## src/rtl/avs_pkg.sv

```systemverilog
// Shared defaults and helpers for the smoothed-value event path.
// Event words are packed MSB first as {value, delta, interval}.
package avs_pkg;

   localparam int BUS_DEFAULT   = 6;
   localparam int CNT_W_DEFAULT = 10;
   localparam int DEPTH_DEFAULT = 4;
   localparam int DROP_W        = 8;

   function automatic int event_width(input int b, input int c);
      return b + b + c;
   endfunction

   // Modular difference a-b kept to w bits; read as signed it is the circular delta.
   function automatic int unsigned circ_delta(input int unsigned a, input int unsigned b,
                                              input int w);
      int unsigned mask;
      if (w >= 32) mask = 32'hFFFF_FFFF;
      else         mask = (32'd1 << w) - 32'd1;
      return (a - b) & mask;
   endfunction

   function automatic int unsigned sat_inc(input int unsigned v, input int unsigned maxv);
      return (v >= maxv) ? maxv : v + 32'd1;
   endfunction

endpackage

```

## src/rtl/event_fifo.sv

```systemverilog
// Synchronous FIFO with simultaneous push/pop; a push while full is accepted only
// when a pop frees the head slot in the same cycle.
module event_fifo #(
   parameter int WIDTH = 22,
   parameter int DEPTH = 4
) (
   input  logic             clock,
   input  logic             reset,
   input  logic             push,
   input  logic             pop,
   input  logic [WIDTH-1:0] wdata,
   output logic [WIDTH-1:0] rdata,
   output logic             full,
   output logic             empty
);

   localparam int AW = (DEPTH > 1) ? $clog2(DEPTH) : 1;

   logic [WIDTH-1:0] mem [DEPTH];
   logic [AW:0]      wr_ptr;
   logic [AW:0]      rd_ptr;
   logic             do_push;
   logic             do_pop;

   assign empty   = (wr_ptr == rd_ptr);
   assign full    = (wr_ptr[AW] != rd_ptr[AW]) && (wr_ptr[AW-1:0] == rd_ptr[AW-1:0]);
   assign do_pop  = pop & ~empty;
   assign do_push = push & (~full | do_pop);
   assign rdata   = mem[rd_ptr[AW-1:0]];

   always_ff @(posedge clock) begin
      if (reset) begin
         wr_ptr <= '0;
         rd_ptr <= '0;
         for (int i = 0; i < DEPTH; i++) mem[i] <= '0;
      end else begin
         if (do_push) begin
            mem[wr_ptr[AW-1:0]] <= wdata;
            wr_ptr <= wr_ptr + {{AW{1'b0}}, 1'b1};
         end
         if (do_pop) rd_ptr <= rd_ptr + {{AW{1'b0}}, 1'b1};
      end
   end

endmodule

```

## src/rtl/bearing_change_reporter.sv

```systemverilog
// Turns the smoothed value stream into {value, delta, interval} change events,
// buffered for a valid/ready consumer with sticky drop accounting.
module bearing_change_reporter
   import avs_pkg::*;
#(
   parameter int bus   = BUS_DEFAULT,
   parameter int CNT_W = CNT_W_DEFAULT,
   parameter int DEPTH = DEPTH_DEFAULT
) (
   input  logic              clock,
   input  logic              reset,
   input  logic [bus-1:0]    datain,
   output logic              out_valid,
   input  logic              out_ready,
   output logic [bus-1:0]    out_value,
   output logic [bus-1:0]    out_delta,
   output logic [CNT_W-1:0]  out_interval,
   output logic              overflow,
   output logic [DROP_W-1:0] drop_count
);

   localparam int          EW      = event_width(bus, CNT_W);
   localparam int unsigned GAP_MAX = (32'd1 << CNT_W) - 32'd1;

   logic [bus-1:0]   last;
   logic [CNT_W-1:0] gap;
   logic [CNT_W-1:0] gap_inc;
   logic [bus-1:0]   delta;
   logic             chg;
   logic             pop;
   logic             push;
   logic             drop;
   logic             full;
   logic             empty;
   logic [EW-1:0]    wdata;
   logic [EW-1:0]    rdata;

   assign chg     = (datain != last);
   assign gap_inc = CNT_W'(sat_inc(32'(gap), GAP_MAX));
   assign delta   = bus'(circ_delta(32'(datain), 32'(last), bus));

   assign out_valid = ~empty;
   assign pop       = out_valid & out_ready;
   // A simultaneous pop makes room, so only a full FIFO without a pop loses the event.
   assign drop      = chg & full & ~pop;
   assign push      = chg & ~drop;
   assign wdata     = {datain, delta, gap_inc};

   assign {out_value, out_delta, out_interval} = rdata;

   event_fifo #(
      .WIDTH (EW),
      .DEPTH (DEPTH)
   ) u_fifo (
      .clock (clock),
      .reset (reset),
      .push  (push),
      .pop   (pop),
      .wdata (wdata),
      .rdata (rdata),
      .full  (full),
      .empty (empty)
   );

   always_ff @(posedge clock) begin
      if (reset) begin
         last       <= '0;
         gap        <= '0;
         overflow   <= 1'b0;
         drop_count <= '0;
      end else begin
         if (chg) begin
            last <= datain;
            gap  <= '0;
         end else begin
            gap <= gap_inc;
         end
         if (drop) begin
            overflow <= 1'b1;
            if (drop_count != {DROP_W{1'b1}}) drop_count <= drop_count + {{(DROP_W-1){1'b0}}, 1'b1};
         end
      end
   end

endmodule

```

## config.mk

```make
export PLATFORM = sky130hd
export DESIGN_NAME = bearing_change_reporter
export DESIGN_NICKNAME = d
export VERILOG_FILES = /design/src/rtl/avs_pkg.sv /design/src/rtl/event_fifo.sv /design/src/rtl/bearing_change_reporter.sv
export SDC_FILE = /design/constraint.sdc
export NUM_CORES = 1
export LEC_CHECK = 0
export ABC_CLOCK_PERIOD_IN_PS = 9500
export CAP_MARGIN = 5
export CORE_UTILIZATION = 45
export DETAILED_ROUTE_END_ITERATION = 8
export PLACE_DENSITY = 0.7
export SLEW_MARGIN = 15
export SYNTH_ARGS = -nofsm -noshare
export SYNTH_HDL_FRONTEND = slang
export SYNTH_HIERARCHICAL = 1
export SYNTH_SLANG_ARGS = --single-unit
```

## constraint.sdc

```tcl
create_clock -name clock -period 9.5 [get_ports clock]
set_clock_uncertainty 0.05 [all_clocks]
set_input_delay 1.425 -clock clock [delete_from_list [all_inputs] [get_ports clock]]
set_output_delay 1.425 -clock clock [all_outputs]
set_load 0.1 [all_outputs]
```

==> results of run 1 <==
[synth_stat cells, types with 2 or more instances]
master	number
mux2i_1	8
nor2_1	41
nor2b_1	10
ha_1	9
o31ai_1	5
nand3_1	9
or3_1	2
o21a_1	2
xnor2_1	8
buf_2	5
and3_1	4
o21ai_0	2
a31oi_1	2
mux2_2	6
nand2b_1	9
o21bai_1	3
nand4_1	4
xor2_1	6
nand2_1	17
edfxtp_1	88
clkbuf_1	14
nor4_1	3
buf_4	9
dfxtp_1	33
mux4_2	22
a211oi_1	2
nor3_1	70
a21oi_1	15
or4_1	4
inv_1	36
[path summary, 6_finish.rpt]
kind,start,slack [ns],end,cells past startpoint
setup / recovery,flip-flop,5.29,out_interval[6],3
hold / removal,gap[0]$_SDFF_PP0_,0.44,gap[0]$_SDFF_PP0_,1
hold reg to reg,gap[0]$_SDFF_PP0_,0.44,gap[0]$_SDFF_PP0_,1
setup reg to reg,u_fifo/rd_ptr[2]$_SDFFE_PP0N_,6.11,u_fifo/mem[1][12]$_SDFFCE_PN0P_,8
[power breakdown]
part	internal (uW)	switching, uW
Clock	435	224
Combinational	192	547
Sequential	666	36.7
[kinds of logic (layout without fill, tap and decap cells)]
| kind of cell | Yosys count | in the layout | share of synthesized area [%] |
|---|---|---|---|
| adders and majority gates | 10 | 10 | 2.33 |
| AOI/OAI and AO/OA | 41 | 41 | 4.88 |
| buffers and inverters | 66 | 112 | 5.21 |
| muxes | 37 | 37 | 11.5 |
| and+or+nand+nor | 178 | 178 | 15.6 |
| xor gates and xnor gates | 15 | 15 | 2.44 |
| DFF | 121 | 121 | 58.1 |
[worst register-to-register path, stage by stage (launching register included)]
cell and delay [ns]:
dfxtp_1 0.35, xnor2_1 0.41, nand3_1 0.16, inv_1 0.11, nand2b_1 0.22, inv_1 0.14, o41ai_2 0.35, buf_4 0.76
o21bai_4 0.46
[sequential cells by signal (all words and copies together), names as in the netlist, named ones only]
| signal | count |
|---|---|
| last | 6 |
| gap | 10 |
| u_fifo/rd_ptr | 3 |
| u_fifo/mem | 88 |
| overflow | 1 |
| drop_count | 8 |
| u_fifo/wr_ptr | 3 |
[per-stage QoR]
step           worst slack, ns  hold WS, ns  power [uW]
2_1_floorplan             5.01        0.400        1290
3_3_place_gp              4.63        0.421        1440
3_5_place_dp              4.58        0.428        1450
4_1_cts                   4.91        0.440        2110
5_1_grt                   5.16        0.464        2180
6_report                  5.29        0.442        2100
[routing by layer]
layer | share of wire [%] | global-route usage, %
met3 | 4.6 | 5.24
met5 | 0 | 0
met4 | 1.0 | 6.49
met1 | 43 | 24.7
met2 | 52 | 32.2
[layout by cell type (no fill, tap or decap), drive strengths merged, types with 5 or more instances in the layout]
cell type,n
edfxtp,88
nor3,71
nor2,41
clkdlybuf4s50,40
inv,36
dfxtp,33
mux4,22
clkbuf,18
nand2,17
a21oi,15
nor2b,10
nand3,9
nand2b,9
ha,9
xnor2,8
mux2i,8
xor2,7
mux2,7
clkinv,6
o31ai,5
[cell type report]
class	instances	area, sq um
Multi-Input combinational cell	281	2130
Sequential cell	121	3300
Tap cell	168	210
Timing Repair Buffer	44	430
Fill cell	1013	5340
Inverter	36	135
Clock buffer	18	429
Clock inverter	14	180
==> results.txt, run 1 <==
Crit share post-route - 44.3%
Die extent in y - 114 microns
Core box area - 12200 sq um
Syn Nets - 487
WP data arrival - 2.74 ns
CP top delay family - buffers and inverters
CP peak stage delay - 1.00 ns
Drt first pass iters - 5
RD Place Congestion - 0.818
Post-DR wirelength/cell - 17.1 microns
GRT Resource Usage Total - 19.4%
Global-route wire length before repair - 18900 microns
Largest net degree at the start of global routing - 92
Max stage delay cell, worst path - clkdlybuf4s50_1
Synth Area per Inst - 12.2 sq um
Initial Util - 46.8%
Crit start category - flip-flop
Max IR drop VDD - 0.231 mV
Post-CTS Resized - 0
Deepest clock path buffer count - 2
LEAKAGE - 0.00241 uW
Setup violations, final - 0
# Post-CTS Setup Buffers - 0
Post-route ant nets - 0
Die area - 13100 sq um
Synth top area cells - edfxtp_1 (46%), dfxtp_1 (12%), mux4_2 (8.7%), nor3_1 (6.2%), nor2_1 (2.7%)
Initial antenna violation count - 0
Vias in the first global route - 3743
Number of port buffers - 40
Critical Path Sink Type - primary output
Hold_buf cts - 0
Post-synth EDFFs - 88
Slew Limit Fails - 0
Req. time, crit path - 8.03 ns
Placed Instances - 650
Die X - 114 microns
Final std cells w/o fill - 682
Yosys top cell by area - edfxtp_1
Final instance area - 6820 sq um
CTS sink cnt - 121
WP buf/inv - 2
Gr ovfl total - 0
Status - finished clean
Fraction of layout cells with a size suffix above 1 - 13.6%
Post-DP Area - 6190 sq um
Worst-path clk slew - 0.06 ns
Synth unique cells - 50
Max Clk Rate - 0.237 GHz
Rel. slew slack - 24.3%
Slew @ Worst Pin - 1.14 ns
Synth Flop Type - edfxtp_1
H-Tree Depth - 4
Hold Crit Class - flip-flop to flip-flop
Final net count - 520
Minimum clock period - 4.21 ns
CTS tree - done
Fraction of registers with async set/reset - 0%
Syn Inst Count - 468
TritonCTS buffer count - 17
CP cell instances - buf_4 -> mux4_2 -> clkdlybuf4s50_1
Rows - 40
Max-Cap Viols - 0
DR vias/cell - 5.53
Setup TNS - 0 ns
Cell area after synthesis - 5690 sq um
Synth Register Bits - 121
Seq/Total Area, Yosys - 58.1%
I/O pin cnt - 41
Area share of the largest cell type after synthesis - 46.4%
Final HPWL DP - 7180 microns
Final design utilization - 56.1%
Synth-to-Final Area Change - 19.9%
Number of diodes - 0
Pwr/cell area - 308 nW/um^2
Final wirelength - 11700 microns
Final hold vios - 0
Initial DRC Count - 380
Root buffer selected by CTS - clkbuf_16
RSZ-0062 raised after global routing - no
Crit path kind - flip-flop to primary output
DR DRC count - 0
Via Count - 3772
YS warnings - 6
Clk Latency, worst-skew pair - 0.41 ns
CP max FO - 22
No activity file was read; power rests on OpenSTA's default activity.
==> run 2, diff against run 1 <==
ABC_CLOCK_PERIOD_IN_PS = 4350   (was 9500)
clock period = 4.35 ns   (was 9.5 ns; I/O delays follow)
==> results.txt, run 2 (same netlist as run 1, synthesis figures left out) <==
Status - finished clean
Rel. slew slack - 26.4% (+2.1 points)
Post-DR wirelength/cell - 17.0 microns (-0.54%)
Final wirelength - 11700 microns (+0.19%)
Combinational share of power - 34.3% (-0.9 points)
Number of diodes - 0 (unchanged)
Final hold vios - 0 (unchanged)
Pre-CTS setup slack - 0.863 ns (-3.71 ns)
Crit share post-route - 73.0%
Crit path kind - flip-flop to primary output
CP cell instances - xnor2_1 -> nand3_1 -> inv_1 -> inv_1 -> clkdlybuf4s50_1
TritonCTS buffer count - 17 (unchanged)
H-Tree Depth - 4 (unchanged)
Sw Pwr - 1780 uW (+120%)
WP data arrival - 2.47 ns (-0.27 ns)
Sequential Power Share - 32.9% (-0.6 points)
Final std cells w/o fill - 687 (+0.73%)
Max IR drop VDD - 0.420 mV (+82%)
Minimum clock period - 3.18 ns
Fillers - 985 (-2.8%)
Number of port buffers - 40 (unchanged)
Setup violations, final - 0 (unchanged)
WP buf/inv - 3 (+1)
# Post-CTS Setup Buffers - 0 (unchanged)
Most frequent cells in the layout - edfxtp_1 (88), nor3_1 (70), nor2_1 (41)
Req. time, crit path - 3.65 ns (-4.38 ns)
Sw frac - 38.3% (-0.11 points)
Clk Latency, worst-skew pair - 0.41 ns (about the same)
Multi-input gate area - 2110 sq um (-1.1%)
Hold_buf cts - 0 (unchanged)
Deepest clock path buffer count - 2 (unchanged)
Drt first pass iters - 4 (-1)
Global-route wire length before repair - 18800 microns (-0.80%)
Max stage delay cell, worst path - clkdlybuf4s50_1
Pwr/cell area - 682 nW/um^2 (+120%)
Final HPWL DP - 7320 microns (+1.9%)
DR vias/cell - 5.49 (-0.65%)
Via Count - 3775 (+0.080%)
CTS sink cnt - 121 (unchanged)
Critical Path Sink Type - primary output
Final net count - 525 (+0.96%)
Initial Util - 46.8% (unchanged)
CTS tree - done
Die X - 114 microns (unchanged)
Synth-to-Final Area Change - 19.9% (unchanged)
Fraction of layout cells with a size suffix above 1 - 19.5% (+5.8 points)
Crit start category - flip-flop
R2R Setup Slk - 1.34 ns (-4.77 ns)
Commonest non-fill, non-tap cell in the layout - edfxtp_1
Initial DRC Count - 294 (-23%)
Max-Cap Viols - 0 (unchanged)
Register bank with the most flops - u_fifo/mem
LEAKAGE - 0.00249 uW (+3.3%)
Core box area - 12200 sq um (unchanged)
Cell-internal power - 2870 uW (+120%)
Setup TNS - 0 ns (unchanged)
Vias in the first global route - 3741 (-0.053%)
Largest net degree at the start of global routing - 50 (-46%)
Setup ws final - 1.17 ns (-4.12 ns)
Root buffer selected by CTS - clkbuf_16
Largest regs - u_fifo/mem: 88 flops, gap: 10 flops, drop_count: 8 flops
Clock power share - 32.8% (+1.5 points)
DR DRC count - 0 (unchanged)
Die extent in y - 114 microns (unchanged)
CP peak stage delay - 1.13 ns (+0.13 ns)
RSZ-0062 raised after global routing - no
Placed Instances - 655 (+0.77%)
Slew Limit Fails - 0 (unchanged)
Worst-path clk slew - 0.06 ns (about the same)
I/O pin cnt - 41 (unchanged)
Die area - 13100 sq um (unchanged)
Gr ovfl total - 0 (unchanged)
Max Clk Rate - 0.315 GHz
Hold Crit Class - flip-flop to flip-flop
Register Area - 3300 sq um (unchanged)
Post-CTS Resized - 0 (unchanged)
Slew @ Worst Pin - 1.10 ns (-0.0317 ns)
GRT Resource Usage Total - 19.3% (-0.15 points)
Final hold slack - 0.434 ns (-0.00769 ns)
Initial antenna violation count - 0 (unchanged)
RD Place Congestion - 0.815 (-0.31%)
Crit path top cell by count - inv_1
Flip-flop count of the largest register after layout - 88 (unchanged)
CP max FO - 9 (-59%)
Post-route ant nets - 0 (unchanged)
Rows - 40 (unchanged)
CP top delay family - buffers and inverters
## run 2: cell types whose count changed in the layout (fill, tap and decap cells not counted)
cell and change:
buf_4 +27, clkdlybuf4s50_1 -22, clkinv_1 -3, o21bai_2 +3, o21bai_4 -3, clkinv_4 +2
clkinvlp_4 -2, inv_6 +2, bufinv_16 +1, clkbuf_1 -1, clkinv_2 +1
## run 2: area by class of cell
| cell class | count | share of cell area, % |
|---|---|---|
| clock inverter | 15 | 3.28 |
| timing repair buffer | 49 | 6.05 |
| inverter | 36 | 1.98 |
| multi-input combinational | 281 | 30.9 |
| clock buffer | 17 | 6.24 |
| tap | 168 | 3.08 |
| sequential | 121 | 48.4 |
## run 2: power by group through the flow
stage	clock network [uW]	registers (uW)	logic, uW
after detailed placement	0	1560	1600
final	1520	1530	1600
after global routing	1600	1550	1670
after floorplan	0	1530	1290
after global placement	0	1540	1580
after CTS	1550	1530	1610
## run 2: per-stage QoR
step	utilization [%]	cell area (sq um)	power, uW
after floorplan	-	5690	2830
after global placement	50.7	6170	3130
after detailed placement	50.7	6170	3160
after CTS	56.1	6820	4690
after global routing	56.1	6820	4820
final	56.1	6820	4650
## run 2: per-layer routing
layer / part of all wire (%) / up-vias / track usage, %
li1: - / 1800 / -
met1: 43 / 1841 / 23.8
met2: 51 / 126 / 32.4
met3: 4.8 / 8 / 5.40
met4: 0.93 / 0 / 6.84
met5: 0 / - / 0
## run 2: final timing paths
path                            startpoint                              end  cells after the start
max reg2reg  u_fifo/wr_ptr[0]$_SDFFE_PP0P_  u_fifo/mem[2][14]$_SDFFCE_PN0P_                     10
min reg2reg          overflow$_SDFFE_PP0P_            overflow$_SDFFE_PP0P_                      1
max          u_fifo/wr_ptr[0]$_SDFFE_PP0P_                        out_valid                      5
min                  overflow$_SDFFE_PP0P_            overflow$_SDFFE_PP0P_                      1
